--- src/rtl/dispense_pkg.sv ---
// Shared constants for the dispense order sequencer: error codes, parser and
// dispatcher state encodings, default header byte and status byte prefixes.
package dispense_pkg;

  localparam logic [7:0] HDR_DEFAULT = 8'hA5;

  localparam logic [2:0] ERR_NONE     = 3'd0;
  localparam logic [2:0] ERR_BAD_CSUM = 3'd1;
  localparam logic [2:0] ERR_BAD_AMT  = 3'd2;
  localparam logic [2:0] ERR_OVERFLOW = 3'd3;
  localparam logic [2:0] ERR_TIMEOUT  = 3'd4;
  localparam logic [2:0] ERR_EMPTY    = 3'd5;

  localparam logic [1:0] P_IDLE = 2'd0;
  localparam logic [1:0] P_AMT  = 2'd1;
  localparam logic [1:0] P_CSUM = 2'd2;

  localparam logic [1:0] D_IDLE   = 2'd0;
  localparam logic [1:0] D_SETTLE = 2'd1;
  localparam logic [1:0] D_WAIT   = 2'd2;

  localparam logic [7:0] STAT_ACCEPT = 8'h80;
  localparam logic [7:0] STAT_ERROR  = 8'h40;

  // An amount byte is out of range when any bit above the amount field is set.
  function automatic logic amt_out_of_range(input logic [7:0] b, input int amt_w);
    return (b >> amt_w) != 8'd0;
  endfunction

endpackage

--- src/rtl/order_fifo.sv ---
// Synchronous order queue. Push into a full queue and pop from an empty queue
// are ignored; a simultaneous push and pop leaves the level unchanged.
module order_fifo #(
  parameter int WIDTH = 15,
  parameter int DEPTH = 4
) (
  input  logic                       clk,
  input  logic                       rst_n,
  input  logic                       push,
  input  logic [WIDTH-1:0]           wr_data,
  input  logic                       pop,
  output logic [WIDTH-1:0]           rd_data,
  output logic                       full,
  output logic                       empty,
  output logic [$clog2(DEPTH):0]     level
);

  localparam int AW = $clog2(DEPTH);

  logic [WIDTH-1:0] mem [DEPTH];
  logic [AW-1:0]    wr_ptr;
  logic [AW-1:0]    rd_ptr;
  logic [AW:0]      count;
  logic             do_push;
  logic             do_pop;

  assign full    = (count == (AW+1)'(DEPTH));
  assign empty   = (count == '0);
  assign do_push = push && !full;
  assign do_pop  = pop && !empty;
  assign rd_data = mem[rd_ptr];
  assign level   = count;

  // Pointer and occupancy bookkeeping; pointers wrap naturally (DEPTH is 2^n).
  always_ff @(posedge clk or negedge rst_n) begin
    if (!rst_n) begin
      wr_ptr <= '0;
      rd_ptr <= '0;
      count  <= '0;
    end else begin
      if (do_push) wr_ptr <= wr_ptr + 1'b1;
      if (do_pop)  rd_ptr <= rd_ptr + 1'b1;
      case ({do_push, do_pop})
        2'b10:   count <= count + 1'b1;
        2'b01:   count <= count - 1'b1;
        default: count <= count;
      endcase
    end
  end

  // Storage write.
  // NOTE: the storage array has no reset; entries are only read after being
  // written, and leaving it unreset lets it map onto plain RAM/flops cheaply.
  always_ff @(posedge clk) begin
    if (do_push) mem[wr_ptr] <= wr_data;
  end

endmodule

--- src/rtl/dispense_order_sequencer.sv ---
// Dispense order sequencer: parses framed, checksummed order packets from the
// UART byte stream, queues accepted orders and launches each to the dispense
// controllers once all of them are idle.
// Optional feature macro: STATUS_TX_EN adds a status byte stream (tx_*).
module dispense_order_sequencer
  import dispense_pkg::*;
#(
  parameter int         NUM_CH      = 5,
  parameter int         AMT_W       = 3,
  parameter int         DEPTH       = 4,
  parameter int         TIMEOUT_CYC = 500000,
  parameter logic [7:0] HDR         = HDR_DEFAULT
) (
  input  logic                        clk,
  input  logic                        rst_n,
  input  logic [7:0]                  rx_data,
  input  logic                        rx_valid,
  input  logic [NUM_CH-1:0]           ch_busy,
  output logic                        ch_start,
  output logic [NUM_CH*AMT_W-1:0]     ch_count,
  output logic [$clog2(DEPTH):0]      q_level,
  output logic                        err_valid,
  output logic [2:0]                  err_code
`ifdef STATUS_TX_EN
  ,
  output logic [7:0]                  tx_data,
  output logic                        tx_valid,
  input  logic                        tx_ready
`endif
);

  localparam int OW = NUM_CH * AMT_W;
  localparam int IW = (NUM_CH > 1) ? $clog2(NUM_CH) : 1;
  localparam int CW = $clog2(TIMEOUT_CYC + 1);
  localparam logic [IW-1:0] IDX_LAST = IW'(NUM_CH - 1);
  localparam logic [CW-1:0] TMO_LAST = CW'(TIMEOUT_CYC - 1);

  logic [1:0]       p_state;
  logic [IW-1:0]    idx;
  logic [7:0]       run_xor;
  logic             bad_amt;
  logic [AMT_W-1:0] amt [NUM_CH];
  logic [CW-1:0]    tmo_cnt;

  logic [1:0]       d_state;

  logic [OW-1:0]    order_word;
  logic [OW-1:0]    fifo_rd;
  logic             fifo_full;
  logic             fifo_empty;
  logic             csum_evt;
  logic             tmo_evt;
  logic             err_evt;
  logic [2:0]       pkt_err;
  logic [2:0]       err_next;
  logic             push;
  logic             launch;

  // Pack the stored per-channel amounts into one order word, channel 0 lowest.
  // NOTE: every combinational output gets a default first so no latch is inferred.
  always_comb begin
    order_word = '0;
    for (int i = 0; i < NUM_CH; i++) order_word[i*AMT_W +: AMT_W] = amt[i];
  end

  assign csum_evt = rx_valid && (p_state == P_CSUM);
  assign tmo_evt  = !rx_valid && (p_state != P_IDLE) && (tmo_cnt == TMO_LAST);

  // Classify the packet at the checksum byte, in priority order.
  always_comb begin
    pkt_err = ERR_NONE;
    if (csum_evt) begin
      if (run_xor != rx_data)     pkt_err = ERR_BAD_CSUM;
      else if (bad_amt)           pkt_err = ERR_BAD_AMT;
      else if (order_word == '0)  pkt_err = ERR_EMPTY;
      else if (fifo_full)         pkt_err = ERR_OVERFLOW;
    end
  end

  assign push     = csum_evt && (pkt_err == ERR_NONE);
  assign err_evt  = (csum_evt && (pkt_err != ERR_NONE)) || tmo_evt;
  assign err_next = tmo_evt ? ERR_TIMEOUT : pkt_err;

  // Packet parser, inter-byte timeout and error strobe.
  always_ff @(posedge clk or negedge rst_n) begin
    if (!rst_n) begin
      p_state   <= P_IDLE;
      idx       <= '0;
      run_xor   <= '0;
      bad_amt   <= 1'b0;
      tmo_cnt   <= '0;
      err_valid <= 1'b0;
      err_code  <= ERR_NONE;
      for (int i = 0; i < NUM_CH; i++) amt[i] <= '0;
    end else begin
      if (rx_valid)                tmo_cnt <= '0;
      else if (tmo_evt)            tmo_cnt <= '0;
      else if (p_state != P_IDLE)  tmo_cnt <= tmo_cnt + 1'b1;

      if (tmo_evt) begin
        p_state <= P_IDLE;
      end else if (rx_valid) begin
        case (p_state)
          P_IDLE: begin
            if (rx_data == HDR) begin
              p_state <= P_AMT;
              idx     <= '0;
              run_xor <= '0;
              bad_amt <= 1'b0;
            end
          end
          P_AMT: begin
            amt[idx] <= rx_data[AMT_W-1:0];
            run_xor  <= run_xor ^ rx_data;
            if (amt_out_of_range(rx_data, AMT_W)) bad_amt <= 1'b1;
            if (idx == IDX_LAST) p_state <= P_CSUM;
            else                 idx     <= idx + 1'b1;
          end
          default: p_state <= P_IDLE;
        endcase
      end

      err_valid <= err_evt;
      if (err_evt) err_code <= err_next;
    end
  end

  order_fifo #(
    .WIDTH (OW),
    .DEPTH (DEPTH)
  ) u_fifo (
    .clk     (clk),
    .rst_n   (rst_n),
    .push    (push),
    .wr_data (order_word),
    .pop     (launch),
    .rd_data (fifo_rd),
    .full    (fifo_full),
    .empty   (fifo_empty),
    .level   (q_level)
  );

  assign launch = (d_state == D_IDLE) && !fifo_empty && (ch_busy == '0);

  // Dispatcher: launch the queue head, give controllers a cycle to raise busy,
  // then wait for all of them to drop busy again.
  always_ff @(posedge clk or negedge rst_n) begin
    if (!rst_n) begin
      d_state  <= D_IDLE;
      ch_start <= 1'b0;
      ch_count <= '0;
    end else begin
      ch_start <= launch;
      case (d_state)
        D_IDLE: begin
          if (launch) begin
            ch_count <= fifo_rd;
            d_state  <= D_SETTLE;
          end
        end
        D_SETTLE: d_state <= D_WAIT;
        D_WAIT:   if (ch_busy == '0) d_state <= D_IDLE;
        default:  d_state <= D_IDLE;
      endcase
    end
  end

`ifdef STATUS_TX_EN
  logic [$clog2(DEPTH):0] level_after;
  assign level_after = q_level + 1'b1 - {{$clog2(DEPTH){1'b0}}, launch};

  // One-entry status register; a newer outcome overwrites a pending byte.
  always_ff @(posedge clk or negedge rst_n) begin
    if (!rst_n) begin
      tx_data  <= '0;
      tx_valid <= 1'b0;
    end else if (push) begin
      tx_data  <= STAT_ACCEPT | 8'(level_after);
      tx_valid <= 1'b1;
    end else if (err_evt) begin
      tx_data  <= STAT_ERROR | {5'd0, err_next};
      tx_valid <= 1'b1;
    end else if (tx_ready) begin
      tx_valid <= 1'b0;
    end
  end
`endif

endmodule

--- config.mk ---
export PLATFORM = sky130hd
export DESIGN_NAME = dispense_order_sequencer
export DESIGN_NICKNAME = d
export VERILOG_FILES = /design/src/rtl/dispense_pkg.sv /design/src/rtl/order_fifo.sv /design/src/rtl/dispense_order_sequencer.sv
export SDC_FILE = /design/constraint.sdc
export NUM_CORES = 1
export LEC_CHECK = 0
export CAP_MARGIN = 15
export CORE_MARGIN = 2
export CORE_UTILIZATION = 49
export CTS_CLUSTER_SIZE = 8
export DETAILED_ROUTE_END_ITERATION = 8
export PLACE_DENSITY = 0.65
export SLEW_MARGIN = 10
export SYNTH_ARGS = -nofsm -noshare
export SYNTH_HDL_FRONTEND = slang
export SYNTH_SLANG_ARGS = --single-unit
export TNS_END_PERCENT = 30
--- constraint.sdc ---
create_clock -name clk -period 5.9 [get_ports clk]
set_clock_uncertainty 0.2 [all_clocks]
set_input_delay 1.18 -clock clk [delete_from_list [all_inputs] [get_ports clk]]
set_output_delay 1.18 -clock clk [all_outputs]
set_load 0.1 [all_outputs]
==> flow_metrics.py <==
metrics = {
    "critical_path": {
        "cp.required_ps": 5990,
        "reg2reg_to": "u_fifo.level[2]",
        "crit_end": "u_fifo.level[2]",
        "r2r_cells": 11,
        "crit_type": "input pin to flop",
        "arrival_ps": 3730,
        "critPathLaunch": "rx_data[0]",
        "startpoint_type": "input pin",
        "critPathCaptureType": "flop",
        "r2r_slack_ps": 3190,
        "r2r-start": "amt[13]",
        "worstPathMaxFanout": 9,
    },
    "floorplan": {
        "die_area_um2": 13100,
        "die_w_um": 115,
        "rows": 40,
        "initial_core_util": 0.502,
        "die_y_um": 115,
        "io_pins": 39,
        "core_area_um2": 12000,
    },
    "pwr": {
        "cell_internal_pwr_w": 0.00233,
        "leakage_nw": 2.77,
        "comb_power_share": 0.303,
        "sw_frac_of_total": 0.367,
        "power_density_nw_per_um2": 522,
        "ir_drop_mv": 0.249,
        "p_sw_w": 0.00135,
        "pwr-share-clk": 0.295,
        "seqPwrFrac": 0.402,
    },
    "logic_synthesis": {
        "ys.flop_type": "dfrtp_1",
        "yosys-top-cells-area": "dfrtp_1, edfxtp_1, mux2_2",
        "ys_seq_area_frac": 0.621,
        "yosysTopAreaCellShare": 0.321,
        "avgSynthCellArea_um2": 14.0,
        "synth.distinct_cells": 58,
        "synth.largest_area_cell": "dfrtp_1",
        "synth-xor-area-share": 0.0448,
        "synth_seq_cells": 137,
        "synth_edf_count": 60,
        "synth-simple-area-share": 0.119,
        "yosysWarnings": 0,
        "synthCells": 430,
        "synth_compound_area_frac": 0.0463,
        "async_reset_ff_frac": 0.562,
        "synthMuxAreaShare": 0.118,
        "yosys.area_share.adder": 0.0200,
        "syn-num-nets": 455,
        "netlist_area_um2": 6000,
        "synth_top_family_by_area": "simple AND/OR/NAND/NOR gates",
    },
    "clock_network": {
        "cts_buffers": 17,
        "clock_latency_ps": 420,
        "cts_resized": 0,
        "htreeDepth": 4,
        "clockRootBuffer": "clkbuf_16",
        "clockBufferDepth": 2,
        "cts_tree": "yes",
        "cts_hold_buf": 0,
        "clock_sinks": 137,
        "cts.clk_slew.worst_paths_ps": 50,
        "post-cts-setup-buffers": 0,
    },
    "route": {
        "wl_um": 10700,
        "drt_first_pass_iters": 4,
        "antenna_left": 0,
        "dr_total_vias": 3468,
        "drc": 0,
        "avgViaCountPerCell": 5.51,
        "wl_per_cell_um": 17.0,
        "drtIter0Drc": 160,
    },
    "grt": {
        "track_usage": 0.182,
        "grt_pass1_vias": 3512,
        "grt-ovfl-total": 0,
        "grt_first_pass_wirelength_um": 17800,
        "antenna_found_initial": 0,
        "grt_max_degree": 78,
    },
    "sta": {
        "clock.fmax_ghz": 0.275,
        "relSlewSlack": 0.323,
        "rsz0062_at_grt": "no",
        "post-route-min-period_ps": 3640,
        "tightest_slew_ps": 1020,
        "finalMaxSlewViolations": 0,
        "hold_viol": 0,
        "setup_violations": 0,
        "tns_ps": 0,
        "period_share": 0.617,
    },
    "run_status": {
        "status": "finished clean",
    },
    "final_layout": {
        "drive_above_1_share": 0.189,
        "syn_to_final_growth_pct": 17.6,
        "instances_no_fill": 629,
        "num-fill-cells": 979,
        "fin_nets": 494,
        "n_antenna_cell": 0,
    },
    "placed_design": {
        "gp_congestion": 0.804,
        "dpl.hpwl_um": 7080,
        "placedCellCount": 596,
        "io_buffer_count": 38,
    },
    "flow_run": {
        "cap_violations": 0,
    },
    "hold_path": {
        "hold_class": "flop to flop",
    },
}
==> power groups by stage <==
stage | logic [W] | clock network (W) | registers (W)
3_5_place_dp | 0.00112 | 0 | 0.00151
6_report | 0.00112 | 0.00109 | 0.00148
4_1_cts | 0.00113 | 0.00111 | 0.00149
3_3_place_gp | 0.00111 | 0 | 0.00149
5_1_grt | 0.00119 | 0.00115 | 0.00152
2_1_floorplan | 0.000490 | 0 | 0.00185
==> synth_stat cells (all sizes together), types with 2 or more instances <==
cell     n
dfrtp   77
edfxtp  60
nor2    42
mux2    31
o21ai   26
nand2   18
xnor2   18
mux4    15
buf     14
inv     14
xor2    11
nor3    10
nand2b   9
nand4    9
ha       8
a21oi    7
and3     7
nand3    7
nor4     7
clkbuf   5
and2     4
and4b    3
mux2i    2
nor4b    2
o22a     2
or2      2
or2b     2
==> cells in the final DEF, fill, tap and decap left out, drive strengths merged, types with 2 or more instances in the layout <==
cell type      instances
and2                   4
mux2i                  2
mux4                  15
nand2                 18
xor2                  11
nor4                   7
or2b                   2
ha                     8
clkbuf                20
xnor2                 18
o22a                   2
nor4b                  2
clkinv                 3
clkinvlp               5
or2                    2
nand4                  9
nand2b                 9
and3                   7
inv                   14
clkdlybuf4s50         37
nor3                  10
buf                    2
nor2                  42
o21ai                 26
and4b                  3
mux2                  31
edfxtp                60
nand3                  7
dfrtp                 77
a21oi                  7
bufinv                 4
==> layout make-up <==
| cell class | count | area [um^2] | area share |
|---|---|---|---|
| Clock buffer | 20 | 437 | 0.0619 |
| Tap cell | 147 | 184 | 0.0261 |
| Sequential cell | 137 | 3730 | 0.528 |
| Clock inverter | 12 | 176 | 0.0250 |
| Inverter | 14 | 52.6 | 0.00744 |
| Multi-Input combinational cell | 260 | 2090 | 0.296 |
| Timing Repair Buffer | 39 | 389 | 0.0551 |
==> cells by family (layout without fill, tap and decap cells) <==
group                    count (synthesis)  count (layout)
AO/OA/AOI/OAI                           45              45
XOR/XNOR                                29              29
adder cells (fa/ha/maj)                  9               9
buffers and inverters                   33              85
flip-flops                             137             137
multiplexers                            48              48
AND/OR/NAND/NOR                        129             129
==> flip-flops by register name, indices dropped and copies added, names as in the netlist <==
| signal | cells |
|---|---|
| amt | 15 |
| idx | 3 |
| tmo_cnt | 19 |
| u_fifo.mem | 60 |
| bad_amt | 1 |
| d_state | 2 |
| p_state | 2 |
| u_fifo.wr_ptr | 2 |
| ch_count | 15 |
| run_xor | 8 |
| err_code | 3 |
| ch_start | 1 |
| err_valid | 1 |
| u_fifo.rd_ptr | 2 |
| u_fifo.level | 3 |
==> critical path, stage by stage <==
cell and delay (ps):
clkdlybuf4s50_1 700, xnor2_1 170, nand4_1 170, or2_4 300, nor3_4 310, inv_1 80, ha_1 220, inv_1 80
fa_1 180, xor2_1 150, nor2_1 70, xor2_1 140
==> how the worst min path moves through the flow <==
stage / from / endpoint / slack (ps) / cells past startpoint
after global routing: ch_count[0] / ch_count[0] / 320 / 1
after CTS: ch_count[0] / ch_count[0] / 310 / 1
after global placement: ch_count[13] / ch_count[13] / 290 / 1
final: ch_count[3] / ch_count[3] / 300 / 1
after floorplan: bad_amt / err_code[0] / 290 / 1
after detailed placement: ch_count[0] / ch_count[0] / 300 / 1
==> stage by stage <==
step,hold slack [ps],worst slack (ps),area [um^2],total power [W],util
after floorplan,289,2620,6000,0.00234,-
after CTS,308,2260,7050,0.00372,0.589
after global routing,316,2060,7060,0.00386,0.590
after global placement,289,1930,6430,0.00260,0.538
final,303,2260,7060,0.00368,0.590
after detailed placement,296,1830,6430,0.00263,0.538
==> per-layer routing <==
layer / track usage / share of wire / vias up
met3: 0.0524 / 0.033 / 16
met1: 0.224 / 0.43 / 1746
met4: 0.0724 / 0.018 / 0
li1: - / - / 1644
met2: 0.304 / 0.51 / 62
met5: 0 / 0 / -
Note: power is estimated with default switching activity, not from simulation.
